<file path="config.mk">
export PLATFORM = sky130hd
export DESIGN_NAME = image_stream_gen
export DESIGN_NICKNAME = d
export VERILOG_FILES = /design/src/rtl/image_stream_gen.sv
export SDC_FILE = /design/constraint.sdc
export NUM_CORES = 1
export LEC_CHECK = 0
export ABC_AREA = 1
export ABC_CLOCK_PERIOD_IN_PS = 4800
export BUFFER_PORTS_ARGS = -buffer_cell sky130_fd_sc_hd__clkbuf_2
export CELL_PAD_IN_SITES_DETAIL_PLACEMENT = 1
export CELL_PAD_IN_SITES_GLOBAL_PLACEMENT = 1
export CORE_UTILIZATION = 47
export DETAILED_ROUTE_END_ITERATION = 10
export HOLD_SLACK_MARGIN = 0.12
export PLACE_DENSITY_LB_ADDON = 0.1
export SLEW_MARGIN = 10
export SYNTH_ARGS = -nofsm -noshare
export SYNTH_HDL_FRONTEND = slang
export SYNTH_SLANG_ARGS = --single-unit
</file>
<file path="constraint.sdc">
create_clock -name clk -period 4.8 [get_ports clk]
set_clock_uncertainty 0.15 [all_clocks]
set_input_delay 0.24 -clock clk [delete_from_list [all_inputs] [get_ports clk]]
set_output_delay 0.24 -clock clk [all_outputs]
set_load 0.05 [all_outputs]
</file>
<file path="src/rtl/image_stream_gen.sv">
// Synthetic image-stream source: frames of FRAME_START, header, rows of
// ROW_START/pixels/ROW_END and FRAME_END carrying selectable test patterns.

`ifndef DTYPE_WIDTH
`define DTYPE_WIDTH 4
`endif
`ifndef DTYPE_FRAME_START
`define DTYPE_FRAME_START 1
`endif
`ifndef DTYPE_FRAME_END
`define DTYPE_FRAME_END 2
`endif
`ifndef DTYPE_HEADER_START
`define DTYPE_HEADER_START 3
`endif
`ifndef DTYPE_HEADER
`define DTYPE_HEADER 4
`endif
`ifndef DTYPE_ROW_START
`define DTYPE_ROW_START 5
`endif
`ifndef DTYPE_ROW_END
`define DTYPE_ROW_END 6
`endif
`ifndef DTYPE_PIXEL
`define DTYPE_PIXEL 7
`endif
`ifndef Image_num_cols
`define Image_num_cols 1
`endif
`ifndef Image_num_rows
`define Image_num_rows 2
`endif

module image_stream_gen #(
    parameter int PIXEL_WIDTH = 10,
    parameter int DATA_WIDTH  = 16,
    parameter int HEADER_LEN  = 32,
    parameter int DTYPE_WIDTH = `DTYPE_WIDTH
) (
    input  logic                   clk,
    input  logic                   resetb,
    input  logic                   enable,
    input  logic                   start,
    input  logic [DATA_WIDTH-1:0]  num_cols,
    input  logic [DATA_WIDTH-1:0]  num_rows,
    input  logic [DATA_WIDTH-1:0]  row_gap,
    input  logic [1:0]             pattern,
    input  logic [PIXEL_WIDTH-1:0] const_value,
    output logic                   dvo,
    output logic [DTYPE_WIDTH-1:0] dtypeo,
    output logic [PIXEL_WIDTH-1:0] datao,
    output logic [DATA_WIDTH-1:0]  meta_datao,
    output logic                   busy,
    output logic [DATA_WIDTH-1:0]  frame_count
);

    localparam int HW = 7;

    localparam logic [DTYPE_WIDTH-1:0] DT_FS = DTYPE_WIDTH'(`DTYPE_FRAME_START);
    localparam logic [DTYPE_WIDTH-1:0] DT_FE = DTYPE_WIDTH'(`DTYPE_FRAME_END);
    localparam logic [DTYPE_WIDTH-1:0] DT_HS = DTYPE_WIDTH'(`DTYPE_HEADER_START);
    localparam logic [DTYPE_WIDTH-1:0] DT_HD = DTYPE_WIDTH'(`DTYPE_HEADER);
    localparam logic [DTYPE_WIDTH-1:0] DT_RS = DTYPE_WIDTH'(`DTYPE_ROW_START);
    localparam logic [DTYPE_WIDTH-1:0] DT_RE = DTYPE_WIDTH'(`DTYPE_ROW_END);
    localparam logic [DTYPE_WIDTH-1:0] DT_PX = DTYPE_WIDTH'(`DTYPE_PIXEL);

    localparam logic [HW-1:0] H_COLS = HW'(`Image_num_cols);
    localparam logic [HW-1:0] H_ROWS = HW'(`Image_num_rows);
    localparam logic [HW-1:0] H_LAST = HW'(HEADER_LEN - 1);

    typedef enum logic [3:0] {
        S_IDLE,
        S_FSTART,
        S_HSTART,
        S_HDR,
        S_RSTART,
        S_PIX,
        S_REND,
        S_RGAP,
        S_FEND
    } state_t;

    state_t                 state_q;
    logic [DATA_WIDTH-1:0]  cols_q;
    logic [DATA_WIDTH-1:0]  rows_q;
    logic [DATA_WIDTH-1:0]  gap_q;
    logic [1:0]             pat_q;
    logic [PIXEL_WIDTH-1:0] cval_q;
    logic [DATA_WIDTH-1:0]  col_q;
    logic [DATA_WIDTH-1:0]  row_q;
    logic [DATA_WIDTH-1:0]  gcnt_q;
    logic [HW-1:0]          hdr_q;
    logic                   busy_q;
    logic [DATA_WIDTH-1:0]  fcnt_q;
    logic                   dv_q;
    logic [DTYPE_WIDTH-1:0] dt_q;
    logic [PIXEL_WIDTH-1:0] data_q;
    logic [DATA_WIDTH-1:0]  meta_q;

    logic [DATA_WIDTH-1:0]  sum_cr;
    logic [DATA_WIDTH-1:0]  sum_cf;
    logic [PIXEL_WIDTH-1:0] pix_d;
    logic [DATA_WIDTH-1:0]  meta_d;
    logic                   last_col;
    logic                   last_row;
    logic                   last_hdr;
    logic                   last_gap;
    logic                   go;

    assign sum_cr   = col_q + row_q;
    assign sum_cf   = col_q + fcnt_q;
    assign last_col = (col_q == cols_q - DATA_WIDTH'(1));
    assign last_row = (row_q == rows_q - DATA_WIDTH'(1));
    assign last_gap = (gcnt_q == gap_q - DATA_WIDTH'(1));
    assign last_hdr = (hdr_q == H_LAST);
    assign go = enable && start && (num_cols != '0) && (num_rows != '0);

    always_comb begin
        pix_d = '0;
        unique case (pat_q)
            2'd0: pix_d = sum_cr[PIXEL_WIDTH-1:0];
            2'd1: pix_d = cval_q;
            2'd2: pix_d = {PIXEL_WIDTH{col_q[0] ^ row_q[0]}};
            2'd3: pix_d = sum_cf[PIXEL_WIDTH-1:0];
            default: pix_d = '0;
        endcase
    end

    always_comb begin
        meta_d = '0;
        if (hdr_q == H_COLS) begin
            meta_d = cols_q;
        end else if (hdr_q == H_ROWS) begin
            meta_d = rows_q;
        end else if (hdr_q == '0) begin
            meta_d = fcnt_q;
        end
    end

    // Beat outputs are registered from the current state, one cycle behind it.
    always_ff @(posedge clk or negedge resetb) begin
        if (!resetb) begin
            state_q <= S_IDLE;
            cols_q  <= '0;
            rows_q  <= '0;
            gap_q   <= '0;
            pat_q   <= '0;
            cval_q  <= '0;
            col_q   <= '0;
            row_q   <= '0;
            gcnt_q  <= '0;
            hdr_q   <= '0;
            busy_q  <= 1'b0;
            fcnt_q  <= '0;
            dv_q    <= 1'b0;
            dt_q    <= '0;
            data_q  <= '0;
            meta_q  <= '0;
        end else begin
            dv_q   <= 1'b0;
            dt_q   <= '0;
            data_q <= '0;
            meta_q <= '0;
            unique case (state_q)
                S_IDLE: begin
                    if (go) begin
                        cols_q  <= num_cols;
                        rows_q  <= num_rows;
                        gap_q   <= row_gap;
                        pat_q   <= pattern;
                        cval_q  <= const_value;
                        col_q   <= '0;
                        row_q   <= '0;
                        gcnt_q  <= '0;
                        hdr_q   <= '0;
                        busy_q  <= 1'b1;
                        state_q <= S_FSTART;
                    end
                end
                S_FSTART: begin
                    dv_q    <= 1'b1;
                    dt_q    <= DT_FS;
                    state_q <= S_HSTART;
                end
                S_HSTART: begin
                    dv_q    <= 1'b1;
                    dt_q    <= DT_HS;
                    hdr_q   <= '0;
                    state_q <= S_HDR;
                end
                S_HDR: begin
                    dv_q   <= 1'b1;
                    dt_q   <= DT_HD;
                    meta_q <= meta_d;
                    if (last_hdr) begin
                        hdr_q   <= '0;
                        state_q <= S_RSTART;
                    end else begin
                        hdr_q <= hdr_q + HW'(1);
                    end
                end
                S_RSTART: begin
                    dv_q    <= 1'b1;
                    dt_q    <= DT_RS;
                    col_q   <= '0;
                    state_q <= S_PIX;
                end
                S_PIX: begin
                    dv_q   <= 1'b1;
                    dt_q   <= DT_PX;
                    data_q <= pix_d;
                    if (last_col) begin
                        state_q <= S_REND;
                    end else begin
                        col_q <= col_q + DATA_WIDTH'(1);
                    end
                end
                S_REND: begin
                    dv_q  <= 1'b1;
                    dt_q  <= DT_RE;
                    col_q <= '0;
                    if (last_row) begin
                        state_q <= S_FEND;
                    end else begin
                        row_q   <= row_q + DATA_WIDTH'(1);
                        gcnt_q  <= '0;
                        state_q <= (gap_q != '0) ? S_RGAP : S_RSTART;
                    end
                end
                S_RGAP: begin
                    if (last_gap) begin
                        state_q <= S_RSTART;
                    end else begin
                        gcnt_q <= gcnt_q + DATA_WIDTH'(1);
                    end
                end
                S_FEND: begin
                    dv_q    <= 1'b1;
                    dt_q    <= DT_FE;
                    busy_q  <= 1'b0;
                    fcnt_q  <= fcnt_q + DATA_WIDTH'(1);
                    state_q <= S_IDLE;
                end
                default: state_q <= S_IDLE;
            endcase
        end
    end

    assign dvo         = dv_q;
    assign dtypeo      = dt_q;
    assign datao       = data_q;
    assign meta_datao  = meta_q;
    assign busy        = busy_q;
    assign frame_count = fcnt_q;

endmodule

</file>
* Yosys cells after proc, flatten, opt, wreduce, memory -nomap -nowiden
Cells that the tools add are included.
Storage, ports and cells: flip-flop bits (word level) 167, bits in latches 0, memory bits (writable) 0, bits in read-only memories 0, bits of input ports 64, output and inout port bits 48, logic and storage cells 102, memories 0
Operators by class: add/subtract/negate cells 10, multipliers 0, divide/modulo/power cells 0, $lt $le $gt $ge 0, equal/unequal tests 24, shift operators 0, mux-type cells 28, bitwise operators 1, reduce and logical (&&, ||, !) cells 23
Operator list (number):
- 16-bit 2-to-1 mux | 9
- 16-bit one-hot mux with 3 select lines | 2
- 16-bit by 1-bit adder with 16-bit output (second input constant) | 4
- 16-bit == test | 3
- 16-bit nonzero test | 3
- 16-bit by 1-bit subtractor with 16-bit output (second input constant) | 3
- 10-bit one-hot mux with 4 select lines | 1
- 16-bit one-hot mux with 2 select lines | 1
- 4-bit one-hot mux with 8 select lines | 1
- 3-bit one-hot mux with 7 select lines | 1
- 7-bit one-hot mux with 3 select lines | 1
- 10-bit adder | 2
- 4-bit 2-to-1 mux | 5
- 4-bit by 3-bit == test with 1-bit output (second input constant) | 4
- 7-bit 2-to-1 mux | 2
- 2-bit != test (second input constant) | 7
- 10-bit 2-to-1 mux | 1
- 3-bit nonzero test | 3
- 4-bit by 2-bit == test with 1-bit output (second input constant) | 2
- 4-bit AND reduction | 2
- 7-bit by 1-bit adder with 7-bit output (second input constant) | 1
- 7-bit by 1-bit == test with 1-bit output (second input constant) | 1
- 7-bit by 2-bit == test with 1-bit output (second input constant) | 1
- 7-bit by 5-bit == test with 1-bit output (second input constant) | 1
- other kinds (17) | 25

* Depth between registers and ports, before layout
word-level depth 5, depth in mapped cells 19, depth with buffers taken out 18

* Worst setup path after synthesis
OpenSTA, ideal clock, no wires.
path type register -> register, start register pat_q[0], end register data_q[8], in the netlist datao[8], library setup time 0.113 ns, data arrival time 2.661 ns, required time 4.537 ns, setup slack 1.876 ns, stages on the path, launching flop included 19, path buffers 2, period minus slack after synthesis 2.924 ns, path through dfrtp_1 ha_1 clkbuf_1 clkbuf_1 nand2_1 o21ai_0 ha_1 inv_1 fa_1 o21ai_0 nand2_1 nand2_1 nand2_1 a21oi_1 o21ai_0 nand3_1 nand3_1 nand2_1 inv_1
On the way: word-level cells in the longest chain between the ends 3, elaborated cells between the ends (all ways) 6, classes of those cells eq/ne: 3; mux: 2; reduce/logical: 1
Ends and longest elaborated chain:
- from (decl) | line 88 | logic [1:0] pat_q;
- from (signal assigned) | line 171 | pat_q <= pattern;
- 2-bit == test, or another cell as far along | line 121 | unique case (pat_q)
- 10-bit one-hot mux with 4 select lines * | line 121
- 10-bit 2-to-1 mux * | line 165 | unique case (state_q)
- to (signal assigned) | line 212 | data_q <= pix_d;
- to (decl) | line 98 | logic [PIXEL_WIDTH-1:0] data_q;
Every way passes the cells marked *; elsewhere a longest branch is shown, timed or not. A chain may end at the register's enable or synchronous reset.

* Worst setup path in the final report
Ends and elaborated chain as after synthesis.

==> reports/qor.yml <==
placement:
  placed_area_mm2: 0.0118
  gp_congestion: 0.861
  placement.io_buffers: 110
  place_hpwl_um: 26100
setup_path:
  startpoint: "pat_q[0]"
  critPathMaxFanout: 20
  setup.worst_path.class: "flop to flop"
  r2r_slack_ns: 1.54
  rr_endpoint: "datao[8]"
  endpoint_kind: "flop"
  arrival_ns: 3.46
  reg2reg_from: "pat_q[0]"
  crit_end: "datao[8]"
  ff2ff_path_depth: 16
  cp-start-kind: "flop"
  crit_required_ns: 5.00
grt:
  grt_pass1_vias: 11200
  grt_overflow: 0
  grt_pass1_wl_um: 60000
  antenna_found_initial: 0
  grt_max_degree: 78
  track_usage: 0.322
detailed_routing:
  ant_nets: 0
  vias: 10700
  drcViolationCount: 0
  first_pass_iters: 5
  wl_um: 37300
  wire_per_inst_um: 18.9
  avgViaCountPerCell: 5.45
  drtIter0Drc: 632
yosys:
  ys_warn_count: 0
  postSynthCellCount: 1490
  ys_types: 50
  ys_seq_elements: 166
  syn_area_mm2: 0.0110
  async_reset_ff_frac: 1.00
  synthFlopType: "dfrtp_1"
  synthTopCellsByArea: "dfrtp_1 (38%), nand2_1 (13%), inv_1 (6.2%), xor2_1 (5.6%), nor2_1 (5.4%)"
  synth_edf_count: 0
  syn_area_per_cell_um2: 7.38
  synth_top_cell_area_share: 0.378
  synth_nets: 1579
  ys_seq_area_frac: 0.378
  synth_top_area_cell: "dfrtp_1"
sta:
  fmax_ghz: 0.307
  min_period_ns: 3.26
  fin_tns_setup_ns: 0
  finalHoldViolCount: 0
  rsz0062_at_grt: "no"
  maxSlewHeadroom: 0.438
  slew_violations: 0
  worstMarginPinSlew_ns: 0.842
  setup_viol: 0
  fin_crit_sh: 0.679
job:
  maxCapViolations: 0
clocking:
  cts_resized: 0
  clkLatencyLatePin_ns: 0.46
  clock_path_buffers: 2
  clock-sinks: 166
  post_cts_buffers: 0
  cts.clk_slew.worst_paths_ns: 0.09
  cts-root-buf: "clkbuf_16"
  cts_hold_buffers: 61
  h-tree-depth: 4
  numCtsBuffers: 17
  cts_tree: "built"
pwr:
  power.internal_mw: 3.37
  swShare: 0.486
  max-vdd-ir-drop_mv: 0.317
  pwr-share-clk: 0.223
  total_power_mw: 6.54
  combPwrFrac: 0.436
  power_switching_mw: 3.18
  seq_power_share: 0.341
  leakage_nw: 6.48
  powerDensity_mw_per_mm2: 503
layout:
  final_area_mm2: 0.0130
  antenna_cells: 0
  area_delta_synth_final_pct: 18.3
  layout.nets: 1734
  post-route-util: 0.571
  drive_gt1_frac: 0.136
floorplanning:
  die-area_mm2: 0.0240
  die_w_um: 155
  start_util: 0.483
  ios: 112
  coreArea_mm2: 0.0228
  die_h_um: 155
  num_rows: 55
hold_path:
  min_path_type: "input port to async pin"
status:
  status: "finished clean"
-- state kept, by name, summed over array words and instances (netlist names), 2 cells and up --
| register | count |
|---|---|
| cols_q | 16 |
| pat_q | 2 |
| dtypeo | 3 |
| col_q | 16 |
| cval_q | 10 |
| rows_q | 16 |
| meta_datao | 16 |
| frame_count | 16 |
| datao | 10 |
| state_q | 4 |
| hdr_q | 7 |
| gap_q | 16 |
| row_q | 16 |
| gcnt_q | 16 |
-- cells in the mapped netlist (all sizes together) (22+ instances only) --
master and count:
a21oi 60, clkbuf 22, dfrtp 166, ha 24, inv 185, mux2 34
nand2 386, nand3 114, nand4 38, nor2 173, nor3 25, o21ai 59
xnor2 23, xor2 70
-- layer usage --
metal,global-route usage,vias up,wire (µm)
met5,0,-,0
met4,0.107,0,994
met3,0.0376,68,1270
met2,0.549,249,18200
met1,0.425,5299,16900
li1,-,5133,-
-- stage by stage --
stage          hold WS [ns]  instances  worst slack [ns]
3_3_place_gp          0.177       1878              1.86
5_1_grt               0.321       1971              1.19
6_report              0.244       1971              1.54
3_5_place_dp          0.189       1878              1.66
4_1_cts               0.282       1971              1.60
2_1_floorplan        -0.206       1490              1.88
-- cell type report --
class,instances,area (µm²)
Multi-Input combinational cell,1097,5940
Tap cell,313,392
Sequential cell,166,4150
Fill cell,2895,9770
Timing Repair Buffer,176,1200
Clock buffer,17,425
Inverter,187,702
Clock inverter,15,191
-- power groups by stage --
stage	Clock, mW	Combinational (mW)	Sequential [mW]
global placement	0	2.65	2.21
CTS	1.45	2.82	2.21
detailed placement	0	2.75	2.23
finish	1.46	2.86	2.23
global route	1.52	3.16	2.27
floorplan	0	1.99	2.20
-- cell families after synthesis --
group                    synth area share
XOR/XNOR                           0.0741
other                            0.000341
multiplexers                       0.0348
adder cells (fa/ha/maj)            0.0291
AND/OR/NAND/NOR                     0.316
flip-flops                          0.378
AO/OA/AOI/OAI                      0.0860
buffers and inverters              0.0824
-- worst max-delay path, cell delays in order, from the launching register on --
cell and delay [ns]:
dfrtp_1 0.39, ha_1 0.55, nand2_1 0.11, o21ai_0 0.11, ha_1 0.24, inv_1 0.08
fa_1 0.40, o21ai_0 0.24, nand2_1 0.10, nand2_1 0.08, nand2_1 0.10, a21oi_1 0.18
o21ai_0 0.13, nand3_1 0.09, nand3_1 0.07, nand2_1 0.09, inv_1 0.04
-- placed cells by master, fill, tap and decap left out, types with 2 or more instances in the layout --
master | netlist | routed
buf_4 | 3 | 5
nor2_2 | 8 | 8
xor2_1 | 70 | 70
inv_1 | 182 | 182
ha_1 | 24 | 24
inv_2 | 3 | 3
o31ai_1 | 12 | 12
nor3_1 | 24 | 24
nor2_1 | 159 | 159
dfrtp_1 | 166 | 166
o21ai_1 | 15 | 15
nor2_4 | 5 | 5
o211ai_1 | 18 | 18
or2_2 | 13 | 13
clkinv_4 | 0 | 2
clkinv_1 | 2 | 2
nand2_1 | 381 | 381
nand4_1 | 38 | 38
inv_12 | 0 | 2
mux2_2 | 34 | 34
dlygate4sd3_1 | 0 | 61
o21ai_0 | 43 | 43
nand3_2 | 5 | 5
clkbuf_2 | 0 | 109
o22ai_1 | 2 | 2
a221oi_1 | 3 | 3
a21oi_1 | 59 | 59
nand3_1 | 108 | 108
clkbuf_16 | 0 | 17
clkinv_8 | 0 | 4
a211oi_1 | 3 | 3
nand2_2 | 4 | 4
nor4_1 | 15 | 15
xnor2_1 | 23 | 23
nand3b_1 | 14 | 14
inv_8 | 0 | 6
-- worst min-delay path by stage --
stage	start	endpoint	slack [ns]	depth (start not counted)
finish	resetb	meta_datao[10]	0.24	2
global placement	resetb	meta_datao[14]	0.18	1
floorplan	resetb	busy	-0.21	0
detailed placement	resetb	meta_datao[10]	0.19	1
CTS	resetb	meta_datao[10]	0.28	2
global route	resetb	meta_datao[12]	0.32	2
Note: power is estimated with default switching activity, not from simulation.
